[config.mk]
export PLATFORM = sky130hd
export DESIGN_NAME = lzc_scan
export DESIGN_NICKNAME = d
export VERILOG_FILES = /design/src/rtl/lzc_scan.sv
export SDC_FILE = /design/constraint.sdc
export NUM_CORES = 1
export LEC_CHECK = 0
export ABC_AREA = 1
export CORE_MARGIN = 4
export CORE_UTILIZATION = 38
export CTS_BUF_LIST = sky130_fd_sc_hd__clkbuf_8
export CTS_CLUSTER_SIZE = 12
export DETAILED_ROUTE_END_ITERATION = 12
export PLACE_DENSITY_LB_ADDON = 0.1
export SYNTH_ARGS = -nofsm -noshare
export SYNTH_HDL_FRONTEND = slang
export SYNTH_SLANG_ARGS = --single-unit
[constraint.sdc]
create_clock -name clk_i -period 7 [get_ports clk_i]
set_input_delay 2.1 -clock clk_i [delete_from_list [all_inputs] [get_ports clk_i]]
set_output_delay 2.1 -clock clk_i [all_outputs]
set_load 0.01 [all_outputs]
[src/rtl/lzc_scan.sv]
// lzc_scan: set-bit iterator, one index per beat, LSB- or MSB-first.
// Define LZC_SCAN_STATS_EN to add the saturating beat_cnt_o counter.
module lzc_scan #(
  parameter int unsigned WIDTH     = 32,
  parameter logic        MODE      = 1'b0,
  parameter int unsigned CNT_WIDTH = (WIDTH > 1) ? $clog2(WIDTH) : 1
) (
  input  logic                 clk_i,
  input  logic                 rst_i,
  input  logic                 flush_i,
  input  logic                 in_valid_i,
  output logic                 in_ready_o,
  input  logic [WIDTH-1:0]     in_data_i,
  output logic                 out_valid_o,
  input  logic                 out_ready_i,
  output logic [CNT_WIDTH-1:0] out_idx_o,
  output logic [CNT_WIDTH-1:0] out_num_o,
  output logic                 out_last_o,
  output logic                 out_empty_o,
  output logic                 busy_o
`ifdef LZC_SCAN_STATS_EN
  ,
  output logic [31:0]          beat_cnt_o
`endif
);

  typedef enum logic {IDLE, SCAN} state_e;

  state_e               state_q;
  logic [WIDTH-1:0]     mask_q;
  logic [WIDTH-1:0]     mask_d;
  logic [CNT_WIDTH-1:0] num_q;
  logic [CNT_WIDTH-1:0] num_d;
  logic                 zero_q;

  logic [CNT_WIDTH-1:0] idx;
  logic                 single;
  logic                 last;
  logic                 scan;
  logic                 hs;
  logic                 accept;

  // Priority encoder: first set bit of the mask in scan order
  always_comb begin
    idx = '0;
    if (MODE == 1'b0) begin
      for (int i = int'(WIDTH) - 1; i >= 0; i--) begin
        if (mask_q[i]) idx = CNT_WIDTH'(i);
      end
    end else begin
      for (int i = 0; i < int'(WIDTH); i++) begin
        if (mask_q[i]) idx = CNT_WIDTH'(i);
      end
    end
  end

  // At most one bit left means this beat ends the vector
  assign single = ~|(mask_q & (mask_q - WIDTH'(1)));
  assign last   = zero_q | single;

  assign scan   = (state_q == SCAN) & ~rst_i;
  assign hs     = scan & out_ready_i;
  assign accept = in_valid_i & in_ready_o;

  assign mask_d = mask_q & ~(WIDTH'(1) << idx);
  assign num_d  = num_q + CNT_WIDTH'(1);

  // Ready in IDLE, or on the last-beat handshake for a bubble-free reload
  assign in_ready_o  = ~rst_i & ~flush_i &
                       (~scan | (hs & last));
  assign out_valid_o = scan;
  assign out_idx_o   = scan ? idx : '0;
  assign out_num_o   = scan ? num_q : '0;
  assign out_last_o  = scan & last;
  assign out_empty_o = scan & zero_q;
  assign busy_o      = scan;

  // Scan FSM: load on accept, retire one bit per handshake
  always_ff @(posedge clk_i) begin
    if (rst_i || flush_i) begin
      state_q <= IDLE;
      mask_q  <= '0;
      num_q   <= '0;
      zero_q  <= 1'b0;
    end else if (accept) begin
      state_q <= SCAN;
      mask_q  <= in_data_i;
      num_q   <= '0;
      zero_q  <= ~|in_data_i;
    end else if (hs) begin
      mask_q <= mask_d;
      num_q  <= num_d;
      if (last) begin
        state_q <= IDLE;
        zero_q  <= 1'b0;
      end
    end
  end

`ifdef LZC_SCAN_STATS_EN
  logic [31:0] beat_cnt_q;

  // Saturating count of completed beats, survives flush
  always_ff @(posedge clk_i) begin
    if (rst_i) begin
      beat_cnt_q <= '0;
    end else if (hs && !flush_i && beat_cnt_q != '1) begin
      beat_cnt_q <= beat_cnt_q + 32'd1;
    end
  end

  assign beat_cnt_o = beat_cnt_q;
`endif

`ifndef SYNTHESIS
  if (WIDTH < 1) begin : g_width_chk
    $error("lzc_scan: WIDTH must be >= 1");
  end

  a_valid_hold: assert property (
    @(posedge clk_i) disable iff (rst_i)
    (out_valid_o && !out_ready_i && !flush_i) |=> out_valid_o
  );

  a_beat_stable: assert property (
    @(posedge clk_i) disable iff (rst_i)
    (out_valid_o && !out_ready_i && !flush_i) |=>
      ($stable(out_idx_o) && $stable(out_num_o) &&
       $stable(out_last_o) && $stable(out_empty_o))
  );
`endif

endmodule

### After elaboration in Yosys (flattened, before gate mapping)

Cells that the tools add are included.
W data, S select, Z words.

* bits of input ports: 37
* output and inout bits: 15
* bits in registers: 39

* shift operators: 1
* bitwise logic cells: 16
* $add $sub $neg: 2
* mux-type cells: 40
* reduce and logical (&&, ||, !) cells: 9

Operator list (number)
* $mux W5: 34
* $and A32 B32 Y32: 2
* $mux W32: 2
* $reduce_or A32 Y1: 2
* $not A32 Y32: 1
* $shl A1 B5 Y32 const A: 1
* $sub A32 B1 Y32 const B: 1
* $and A1 B1 Y1: 8
* $add A5 B1 Y5 const B: 1
* $mux W1: 4
* $reduce_bool A2 Y1: 2
* $not A1 Y1: 3
* $logic_not A1 Y1: 2
* $or A1 B1 Y1: 2
* $reduce_and A2 Y1: 1
* $reduce_or A2 Y1: 1
* $logic_or A1 B1 Y1: 1

### Logic depth before layout (Yosys ltp)

Gate-level depths: netlist of the first run.

* depth after elaboration: 37
* gate-level depth with buffers: 33
* depth with buffers taken out: 33

### Least setup slack after synthesis of the first run

Ideal clock, no wire load.

* kind: input-to-output
* from: input port rst_i
* to: output port in_ready_o
* data arrival time: 2.904 ns
* cell stages on the path: 7
* data required time: 4.900 ns
* path slack: 1.996 ns
* cell sequence: inv_1 nand2_1 inv_1 nand2_1 inv_1 nand2_2 a21oi_4

* longest elaborated chain between the ends: 6
* elaborated cells between the ends (all ways): 8

Ends and longest elaborated chain
* start, declared: line 9 `input logic rst_i,`
* $not A1 Y1 *: line 61 `assign scan = (state_q == SCAN) & ~rst_i;`
* $and A1 B1 Y1 *: line 61
* named net busy_o: line 20 `output logic busy_o`
* $and A1 B1 Y1: line 62 `assign hs = scan & out_ready_i;`
* $and A1 B1 Y1: line 70 `(~scan | (hs & last));`
* $or A1 B1 Y1 *: line 70
* $and A1 B1 Y1 *: line 69 `assign in_ready_o = ~rst_i & ~flush_i &`
* end, declared: line 12 `output logic in_ready_o,`

Mark *: on every way through the listed nets, which the timed path passes. The rest lies on a longest branch.

### Worst setup path after layout of the first run

* from: input port rst_i
* to: output port in_ready_o

* longest elaborated chain between the ends: 6
* elaborated cells between the ends (all ways): 8

Ends and longest elaborated chain (line)
* $not A1 Y1 *: 61, 69
* $and A1 B1 Y1: 61
* $and A1 B1 Y1: 62
* $and A1 B1 Y1: 70
* $or A1 B1 Y1: 70
* $and A1 B1 Y1 *: 69

Every way passes the cells marked *; elsewhere a longest branch is shown, timed or not.

==> results of run 1 <==
## area by class of cell
type	instances	area, sq um
Fill cell	791	3750
Sequential cell	39	781
Multi-Input combinational cell	322	1600
Timing Repair Buffer	54	533
Clock inverter	2	35.0
Clock buffer	6	82.6
Tap cell	99	124
Inverter	101	380
## through the flow
stage / std cells / setup WS, ns / power [uW]
after floorplan: 477 / 2.00 / 289
after global routing: 623 / 0.925 / 551
after global placement: 615 / 1.11 / 330
after CTS: 623 / 1.08 / 531
after detailed placement: 615 / 1.08 / 329
final: 623 / 1.09 / 524
## logic make-up after synthesis
family / Yosys count / share of synthesized area (%)
AO/OA/AOI/OAI: 61 / 14.8
XOR/XNOR: 2 / 0.614
adder cells (fa/ha/maj): 1 / 0.439
buffers and inverters: 116 / 16.4
flip-flops: 39 / 27.4
AND/OR/NAND/NOR: 258 / 40.4
## tightest hold or removal path: cells and delay by family (launching register included)
family	cells	cell delay (ns)
AOI/OAI and AO/OA	1	0.06
DFF	1	0.32
and+or+nand+nor	1	0.07
## per-layer routing
| layer | global-route usage, % | up-vias | part of all wire [%] |
|---|---|---|---|
| met5 | 0 | - | 0 |
| met4 | 4.09 | 0 | 0.99 |
| met3 | 3.35 | 8 | 5.1 |
| met2 | 31.0 | 82 | 46 |
| met1 | 26.5 | 1400 | 48 |
| li1 | - | 1623 | - |
## where the power goes
group	total (uW)	internal, uW	switching (uW)
logic	97.2	40.0	57.2
registers	227	224	2.77
clock network	200	115	84.7
## worst max path at each step
stage	startpoint	end	slack, ns	depth (start not counted)
after floorplan	rst_i	in_ready_o	2.00	7
after global placement	rst_i	in_ready_o	1.11	9
after detailed placement	rst_i	in_ready_o	1.08	9
after CTS	rst_i	in_ready_o	1.08	9
after global routing	rst_i	in_ready_o	0.92	9
final	rst_i	in_ready_o	1.09	9
## state kept, by name (all words and copies together) (netlist names)
| name | count |
|---|---|
| mask_q | 32 |
| num_q | 5 |
| state_q | 1 |
| zero_q | 1 |
## cells in the final DEF, fill, tap and decap left out, types with 2 or more instances in the layout
cell,instances
nand2_1,138
inv_1,98
clkdlybuf4s50_1,51
nor2_1,41
dfxtp_1,39
nand3_1,33
o211ai_1,20
nand4_1,15
nor4_1,15
o21ai_0,9
a21oi_1,9
clkbuf_8,6
a31o_1,5
o21ai_1,4
nor2_4,3
nand2_2,3
buf_4,3
inv_2,2
nor2_2,2
nor3_1,2
a311oi_1,2
clkinv_2,2
nand3b_1,2
xor2_1,2
nor3b_1,2
==> reports/metrics.json, run 1 <==
{
  "yosys_most_used_dff": {"value": "dfxtp_1"},
  "post_synth_instance_area": {"value": 2850, "unit": "sq um"},
  "postSynthNetCount": {"value": 515},
  "reg2reg_slack": {"value": 3.17, "unit": "ns"},
  "cts.repair.resized": {"value": 0},
  "cp_data_arrival_time": {"value": 3.81, "unit": "ns"},
  "slowest_delay": {"value": 0.56, "unit": "ns"},
  "count_of_buffer_and_inverter_cells_on_the_critical_path": {"value": 5},
  "reg2regPathDepth": {"value": 19},
  "power_per_cell_area": {"value": 148, "unit": "nW/um^2"},
  "drt-initial-drc-count": {"value": 166},
  "chipWidth": {"value": 94.6, "unit": "um"},
  "antennaDiodeCount": {"value": 0},
  "minimum_clock_period": {"value": 5.91, "unit": "ns"},
  "finalSetupViolCount": {"value": 0},
  "cts_sinks": {"value": 39},
  "timing.rr.start": {"value": "mask_q[2]"},
  "yosys.cell_count.top_type": {"value": "nand2_1"},
  "worst_setup_path_end_kind": {"value": "output port"},
  "die_area": {"value": 8950, "unit": "sq um"},
  "dr_wl_cell": {"value": 13.0, "unit": "um"},
  "yosys.area.top_type_share": {"value": 27.4, "unit": "%"},
  "core": {"value": 7290, "unit": "sq um"},
  "timing.hold.worst.start": {"value": "zero_q"},
  "totalWireLength": {"value": 8.11, "unit": "mm"},
  "drt-pass1-iter-count": {"value": 5},
  "hold_class": {"value": "reg2reg"},
  "worstHoldPathCells": {"value": 2},
  "grt_setup_unrepaired": {"value": "no"},
  "cts-hold-fix-buffers": {"value": 0},
  "initial_utilization": {"value": 39.1, "unit": "%"},
  "root_buffer": {"value": "clkbuf_8"},
  "post_cts.repair.setup_buffers": {"value": 0},
  "yosys.cell_types.count": {"value": 41},
  "placement.cell_area": {"value": 3420, "unit": "sq um"},
  "tritoncts.num_buffers": {"value": 5},
  "leakagePower": {"value": 0.00176, "unit": "uW"},
  "rr_endpoint": {"value": "mask_q[13]"},
  "area_delta_synth_final": {"value": 24.1, "unit": "%"},
  "run_status": {"value": "completed"},
  "fp.dieH": {"value": 94.6, "unit": "um"},
  "post_synth_most_frequent_cells": {"value": "nand2_1 (138), inv_1 (98), nor2_1 (41)"},
  "ctsLongestPathBuffers": {"value": 2},
  "syn-mean-instance-area": {"value": 5.98, "unit": "sq um"},
  "slowest_cp_cell": {"value": "clkdlybuf4s50_1"},
  "ctsHtreeMaxLevel": {"value": 2},
  "startpoint_type": {"value": "input pin"},
  "clock_insertion_delay_worst_skew": {"value": 0.30, "unit": "ns"},
  "finalClockSkew": {"value": 0.00498, "unit": "ns"},
  "async_reset_ff_share": {"value": 0, "unit": "%"},
  "cp_cell_sequence": {"value": "clkdlybuf4s50_1 > inv_1 > nand2_1 > inv_1 > nand2_1 > inv_1 > nand2_2 > a21oi_4 > clkdlybuf4s50_1"},
  "grt-ovfl-total": {"value": 0},
  "fin_nets": {"value": 561},
  "whs": {"value": 0.492, "unit": "ns"},
  "stdcell_area": {"value": 3540, "unit": "sq um"},
  "netlist_instances": {"value": 477},
  "max_freq": {"value": 169, "unit": "MHz"},
  "number_of_drc_violations_after_detailed_routing": {"value": 0},
  "timing.final.hold_violations": {"value": 0},
  "finalWeightedCongestion": {"value": 0.849},
  "max_cap_viol_count": {"value": 0},
  "min_period_over_period": {"value": 84.5, "unit": "%"},
  "num_ports": {"value": 52},
  "place_hpwl": {"value": 6.07, "unit": "mm"},
  "synthDominantAreaCellType": {"value": "dfxtp_1"},
  "crit_type": {"value": "in2out"},
  "synth_top_cells_by_area": {"value": "dfxtp_1 (27%), nand2_1 (18%), inv_1 (13%), nand3_1 (5.8%), nor2_1 (5.4%)"},
  "critPathMostFrequentCell": {"value": "inv_1"},
  "timing_worst_slew_pin_value": {"value": 0.522, "unit": "ns"},
  "timing.slew.headroom": {"value": 65.0, "unit": "%"},
  "io_port_bufs": {"value": 51},
  "cts.reportedPaths.clkPinSlew": {"value": 0.08, "unit": "ns"},
  "grt_pass1_vias": {"value": 2908},
  "num_rows": {"value": 31},
  "synth-warning-count": {"value": 0},
  "cpLargestDelayFamily": {"value": "buffers and inverters"},
  "slew_violations": {"value": 0},
  "number_of_synthesized_flops_with_an_enable_pin": {"value": 0},
  "grt_max_degree": {"value": 38},
  "crit_path_max_fanout": {"value": 7},
  "grt_antenna_before_repair": {"value": 0},
  "layout-drive-gt1-share": {"value": 4.96, "unit": "%"},
  "hold-path-endpoint": {"value": "zero_q"},
  "layout.core_utilization": {"value": 48.5, "unit": "%"},
  "vias_after_detailed_routing": {"value": 3113},
  "clock_tree_from_tritoncts": {"value": "built"},
  "groute.usage.overall": {"value": 19.1, "unit": "%"},
  "antenna_violating_nets_left": {"value": 0},
  "post_drt_via_cell_ratio": {"value": 5.00},
  "critPathRequiredTime": {"value": 4.90, "unit": "ns"},
  "setup-tns-final": {"value": 0, "unit": "ns"},
  "synth.ff_latch_count": {"value": 39},
  "grt_pass1_wl": {"value": 13.8, "unit": "mm"},
  "ys_seq_area_share": {"value": 27.4, "unit": "%"},
  "power.ir.vdd_worst": {"value": 0.0844, "unit": "mV"}
}
(Power assumes the default switching activity.)
==> run 2: changes to the inputs <==
clock period = 5.24 ns   (was 7 ns; I/O delays follow)
==> reports/metrics.json, run 2 (synthesis gave the netlist of run 1 again) <==
{
  "run_status": {"value": "completed"},
  "startpoint_type": {"value": "register"},
  "cts.repair.resized": {"value": 0},
  "max_cap_viol_count": {"value": 0},
  "crit_path_max_fanout": {"value": 6},
  "num_rows": {"value": 31},
  "core": {"value": 7290, "unit": "sq um"},
  "fillers": {"value": 798},
  "placement.cell_area": {"value": 3420, "unit": "sq um"},
  "grt_pass1_wl": {"value": 13.4, "unit": "mm"},
  "antenna_violating_nets_left": {"value": 0},
  "place_hpwl": {"value": 5.95, "unit": "mm"},
  "number_of_drc_violations_after_detailed_routing": {"value": 0},
  "totalWireLength": {"value": 7.94, "unit": "mm"},
  "reg2reg_slack": {"value": 1.41, "unit": "ns"},
  "max_flop_register": {"value": "mask_q"},
  "leakagePower": {"value": 0.00176, "unit": "uW"},
  "largest_reg_flops": {"value": 32},
  "ctsLongestPathBuffers": {"value": 2},
  "grt_max_degree": {"value": 38},
  "layout_top_registers": {"value": "mask_q: 32 flops, num_q: 5 flops"},
  "finalWeightedCongestion": {"value": 0.812},
  "whs": {"value": 0.484, "unit": "ns"},
  "post_drt_via_cell_ratio": {"value": 4.95},
  "clock_insertion_delay_worst_skew": {"value": 0.30, "unit": "ns"},
  "finalSetupViolCount": {"value": 0},
  "min_period_over_period": {"value": 93.4, "unit": "%"},
  "tritoncts.num_buffers": {"value": 5},
  "worst_setup_path_end_kind": {"value": "output port"},
  "groute.usage.overall": {"value": 18.7, "unit": "%"},
  "finalClockSkew": {"value": 0.0107, "unit": "ns"},
  "layout-drive-gt1-share": {"value": 4.96, "unit": "%"},
  "critPathRequiredTime": {"value": 3.67, "unit": "ns"},
  "multi_input_area": {"value": 1600, "unit": "sq um"},
  "chipWidth": {"value": 94.6, "unit": "um"},
  "ctsHtreeMaxLevel": {"value": 2},
  "rr_endpoint": {"value": "mask_q[31]"},
  "seqCellArea": {"value": 781, "unit": "sq um"},
  "drt-initial-drc-count": {"value": 124},
  "grt_antenna_before_repair": {"value": 0},
  "num_ports": {"value": 52},
  "antennaDiodeCount": {"value": 0},
  "dr_wl_cell": {"value": 12.7, "unit": "um"},
  "hold-path-endpoint": {"value": "zero_q"},
  "slowest_delay": {"value": 0.56, "unit": "ns"},
  "io_port_bufs": {"value": 51},
  "power.ir.vdd_worst": {"value": 0.0952, "unit": "mV"},
  "timing.slew.headroom": {"value": 65.0, "unit": "%"},
  "timing_worst_slew_pin_value": {"value": 0.523, "unit": "ns"},
  "crit_type": {"value": "reg2out"},
  "hold_class": {"value": "reg2reg"},
  "cts-hold-fix-buffers": {"value": 0},
  "stdcell_area": {"value": 3540, "unit": "sq um"},
  "cpLargestDelayFamily": {"value": "simple AND/OR/NAND/NOR gates"},
  "timing.rr.start": {"value": "mask_q[0]"},
  "layout.cells.most_common": {"value": "nand2_1"},
  "cts_sinks": {"value": 39},
  "drt-pass1-iter-count": {"value": 4},
  "count_of_buffer_and_inverter_cells_on_the_critical_path": {"value": 1},
  "worstHoldPathCells": {"value": 2},
  "power_per_cell_area": {"value": 198, "unit": "nW/um^2"},
  "timing.hold.worst.start": {"value": "zero_q"},
  "post_cts.repair.setup_buffers": {"value": 0},
  "layout.cells.most_common_list": {"value": "nand2_1 (138), inv_1 (98), clkdlybuf4s50_1 (51)"},
  "minimum_clock_period": {"value": 4.89, "unit": "ns"},
  "cp_cell_sequence": {"value": "nor2_1 > nand2_1 > nor2_4 > nand2_2 > nor2_4 > nand4_1 > nand2_1 > nand4_1 > nor4_1 > nand4_1 > nand2_1 > nand2_2 > a21oi_4 > clkdlybuf4s50_1"},
  "reg2regPathDepth": {"value": 20},
  "fin_nets": {"value": 561},
  "grt-ovfl-total": {"value": 0},
  "grt_setup_unrepaired": {"value": "no"},
  "clock_tree_from_tritoncts": {"value": "built"},
  "die_area": {"value": 8950, "unit": "sq um"},
  "fp.dieH": {"value": 94.6, "unit": "um"},
  "timing.final.hold_violations": {"value": 0},
  "slowest_cp_cell": {"value": "clkdlybuf4s50_1"},
  "layout.core_utilization": {"value": 48.5, "unit": "%"},
  "cts.reportedPaths.clkPinSlew": {"value": 0.08, "unit": "ns"},
  "setup-tns-final": {"value": 0, "unit": "ns"},
  "cp_data_arrival_time": {"value": 3.32, "unit": "ns"},
  "slew_violations": {"value": 0},
  "grt_pass1_vias": {"value": 2815},
  "vias_after_detailed_routing": {"value": 3085},
  "area_delta_synth_final": {"value": 24.1, "unit": "%"},
  "max_freq": {"value": 204, "unit": "MHz"},
  "initial_utilization": {"value": 39.1, "unit": "%"},
  "root_buffer": {"value": "clkbuf_8"}
}
## run 2: cell counts in the layout (fill, tap and decap cells not counted)
No cell type changed its count.
## run 2: layout make-up
type / instances / area share, %
clock inverters: 2 / 0.990
well taps: 99 / 3.50
inverters: 101 / 10.7
repair buffers: 54 / 15.1
clock buffers: 6 / 2.33
multi-input cells: 322 / 45.3
flip-flops and latches: 39 / 22.1
## run 2: worst max-delay path by stage
stage                    from    endpoint  slack [ns]  depth (start not counted)
finish              mask_q[0]  in_ready_o        0.35                         14
global route        mask_q[2]  in_ready_o        0.01                         14
CTS                 mask_q[0]  in_ready_o        0.32                         14
detailed placement      rst_i  in_ready_o        0.40                          9
global placement        rst_i  in_ready_o        0.42                          9
floorplan               rst_i  in_ready_o        1.29                          7
## run 2: metal layers
metal,wire [um],track usage (%)
met5,0,0
met3,455,3.51
met2,3550,29.5
met4,114,4.45
met1,3820,26.4
## run 2: worst register-to-register path, delay by kind of cell (launching register included)
kind            cells  cell delay, ns
simple gates       17            3.00
flops               1            0.34
buf+inv             2            0.26
compound gates      1            0.16
## run 2: stage by stage
| stage | total power, uW | std cells | setup WS (ns) |
|---|---|---|---|
| after floorplan | 386 | 477 | 1.29 |
| after detailed placement | 439 | 615 | 0.399 |
| after global routing | 740 | 623 | 0.0143 |
| after global placement | 439 | 615 | 0.419 |
| after CTS | 710 | 623 | 0.324 |
| final | 699 | 623 | 0.346 |
## run 2: power by group
group | total, uW | internal, uW | switching, uW
clock network | 267 | 154 | 113
registers | 303 | 300 | 3.70
logic | 129 | 53.5 | 75.2
==> run 3: changes to the inputs <==
GPL_ROUTABILITY_DRIVEN = 1   (was not set)
clock period = 4.1 ns   (was 5.24 ns; I/O delays follow)
==> reports/metrics.json, run 3 (synthesis gave the netlist of run 1 again) <==
{
  "leakagePower": {"value": 0.00202, "unit": "uW"},
  "power.total": {"value": 850, "unit": "uW"},
  "die_area": {"value": 8950, "unit": "sq um"},
  "timing_worst_slew_pin_value": {"value": 0.453, "unit": "ns"},
  "timing.final.hold_violations": {"value": 0},
  "whs": {"value": 0.482, "unit": "ns"},
  "largest_reg_flops": {"value": 32},
  "critPathRequiredTime": {"value": 2.87, "unit": "ns"},
  "grt-ovfl-total": {"value": 0},
  "chipWidth": {"value": 94.6, "unit": "um"},
  "comb_power_share": {"value": 24.7, "unit": "%"},
  "worst_setup_path_end_kind": {"value": "output port"},
  "io_port_bufs": {"value": 51},
  "run_status": {"value": "completed"},
  "place_hpwl": {"value": 6.46, "unit": "mm"},
  "groute.usage.overall": {"value": 20.7, "unit": "%"},
  "max_flop_register": {"value": "mask_q"},
  "post_drt_via_cell_ratio": {"value": 4.98},
  "grt_max_degree": {"value": 32},
  "area_delta_synth_final": {"value": 35.9, "unit": "%"},
  "timing.slew.headroom": {"value": 69.5, "unit": "%"},
  "ctsHtreeMaxLevel": {"value": 2},
  "totalWireLength": {"value": 8.60, "unit": "mm"},
  "vias_after_detailed_routing": {"value": 3311},
  "number_of_drc_violations_after_detailed_routing": {"value": 0},
  "layout.cells.most_common_list": {"value": "nand2_1 (134), inv_1 (99), clkdlybuf4s50_1 (45), buf_4 (45), nor2_1 (38)"},
  "cp_cell_sequence": {"value": "clkdlybuf4s50_1 > inv_1 > nand2_1 > buf_4 > buf_4 > nor2_1 > clkdlybuf4s50_1"},
  "power_frac_seq": {"value": 45.6, "unit": "%"},
  "fp.dieH": {"value": 94.6, "unit": "um"},
  "layout_top_registers": {"value": "mask_q: 32 flops, num_q: 5 flops"},
  "cts_sinks": {"value": 39},
  "fin_nets": {"value": 603},
  "seqCellArea": {"value": 790, "unit": "sq um"},
  "root_buffer": {"value": "clkbuf_8"},
  "grt_pass1_vias": {"value": 3159},
  "antennaDiodeCount": {"value": 0},
  "slowest_delay": {"value": 0.54, "unit": "ns"},
  "antenna_violating_nets_left": {"value": 0},
  "drt-pass1-iter-count": {"value": 5},
  "power.ir.vdd_worst": {"value": 0.117, "unit": "mV"},
  "core": {"value": 7290, "unit": "sq um"},
  "startpoint_type": {"value": "input pin"},
  "finalClockSkew": {"value": 0.00594, "unit": "ns"},
  "initial_utilization": {"value": 39.1, "unit": "%"},
  "layout-drive-gt1-share": {"value": 15.2, "unit": "%"},
  "cp_data_arrival_time": {"value": 2.72, "unit": "ns"},
  "layout.cells.most_common": {"value": "nand2_1"},
  "max_freq": {"value": 253, "unit": "MHz"},
  "clock_tree_from_tritoncts": {"value": "built"},
  "slowest_cp_cell": {"value": "clkdlybuf4s50_1"},
  "max_cap_viol_count": {"value": 0},
  "num_rows": {"value": 31},
  "multi_input_area": {"value": 1650, "unit": "sq um"},
  "clock_insertion_delay_worst_skew": {"value": 0.29, "unit": "ns"},
  "fillers": {"value": 786},
  "minimum_clock_period": {"value": 3.95, "unit": "ns"},
  "num_ports": {"value": 52},
  "p_sw": {"value": 250, "unit": "uW"},
  "cts.reportedPaths.clkPinSlew": {"value": 0.08, "unit": "ns"},
  "grt_setup_unrepaired": {"value": "yes"},
  "tritoncts.num_buffers": {"value": 5},
  "power.switching_fraction": {"value": 29.4, "unit": "%"},
  "finalWeightedCongestion": {"value": 0.883},
  "count_of_buffer_and_inverter_cells_on_the_critical_path": {"value": 5},
  "cell_internal_pwr": {"value": 600, "unit": "uW"},
  "drt-initial-drc-count": {"value": 149},
  "place.detailed.instances": {"value": 653},
  "reg2reg_slack": {"value": 0.74, "unit": "ns"},
  "cts-hold-fix-buffers": {"value": 0},
  "grt_pass1_wl": {"value": 14.8, "unit": "mm"},
  "setup-tns-final": {"value": 0, "unit": "ns"},
  "cpLargestDelayFamily": {"value": "buffers and inverters"},
  "crit_type": {"value": "in2out"},
  "finalSetupViolCount": {"value": 0},
  "grt_antenna_before_repair": {"value": 0},
  "clkPwrFrac": {"value": 29.7, "unit": "%"},
  "power_per_cell_area": {"value": 219, "unit": "nW/um^2"},
  "finish.cell_count_without_fillers": {"value": 665},
  "ctsLongestPathBuffers": {"value": 2},
  "min_period_over_period": {"value": 96.4, "unit": "%"},
  "crit_path_max_fanout": {"value": 6},
  "slew_violations": {"value": 0},
  "dr_wl_cell": {"value": 12.9, "unit": "um"},
  "hold_class": {"value": "reg2reg"}
}
==> run 3: path summary, 6_finish.rpt <==
path,cells past startpoint,to,from
setup / recovery,7,out_num_o[2],rst_i
hold / removal,2,zero_q,zero_q
setup reg to reg,23,mask_q[3],mask_q[1]
hold reg to reg,2,zero_q,zero_q
==> run 3: routing by layer <==
layer | GRT usage, % | up-vias | part of all wire, %
met5 | 0 | - | 0
met4 | 5.77 | 0 | 1.4
met3 | 3.03 | 14 | 4.5
met2 | 33.8 | 84 | 46
met1 | 28.3 | 1505 | 48
li1 | - | 1708 | -
==> run 3: layout make-up <==
cell class	count	share of cell area, %
Clock buffer	5	1.78
Clock inverter	3	0.323
Inverter	101	9.82
Multi-Input combinational cell	322	42.7
Sequential cell	39	20.4
Tap cell	99	3.20
Timing Repair Buffer	96	21.9
==> run 3: what timing repair did <==
item                                    4_1_cts  5_1_grt
hold endpoints to repair                      0        0
endpoints found under the setup margin        3        6
resized for setup                             7       29
pin swaps                                     0        8
setup buffers                                 1        3
==> run 3: power groups by stage <==
| stage | clock network, uW | logic, uW | registers (uW) |
|---|---|---|---|
| 2_1_floorplan | 0 | 97.4 | 395 |
| 5_1_grt | 281 | 234 | 388 |
| 3_3_place_gp | 0 | 201 | 396 |
| 4_1_cts | 264 | 203 | 387 |
| 6_report | 253 | 210 | 387 |
| 3_5_place_dp | 0 | 200 | 396 |
==> run 3: tightest hold or removal path, stage by stage (launching register included) <==
cell	delay (ns)
dfxtp_1	0.31
nand2_1	0.07
o32ai_1	0.06
==> run 3: per-stage QoR <==
stage | setup WS (ns) | utilization, % | instance area [sq um]
2_1_floorplan | 0.836 | - | 2850
3_3_place_gp | 0.0329 | 50.8 | 3710
3_5_place_dp | 0.0153 | 50.8 | 3710
4_1_cts | 0.0120 | 52.3 | 3810
5_1_grt | -0.105 | 53.1 | 3870
6_report | 0.149 | 53.1 | 3870
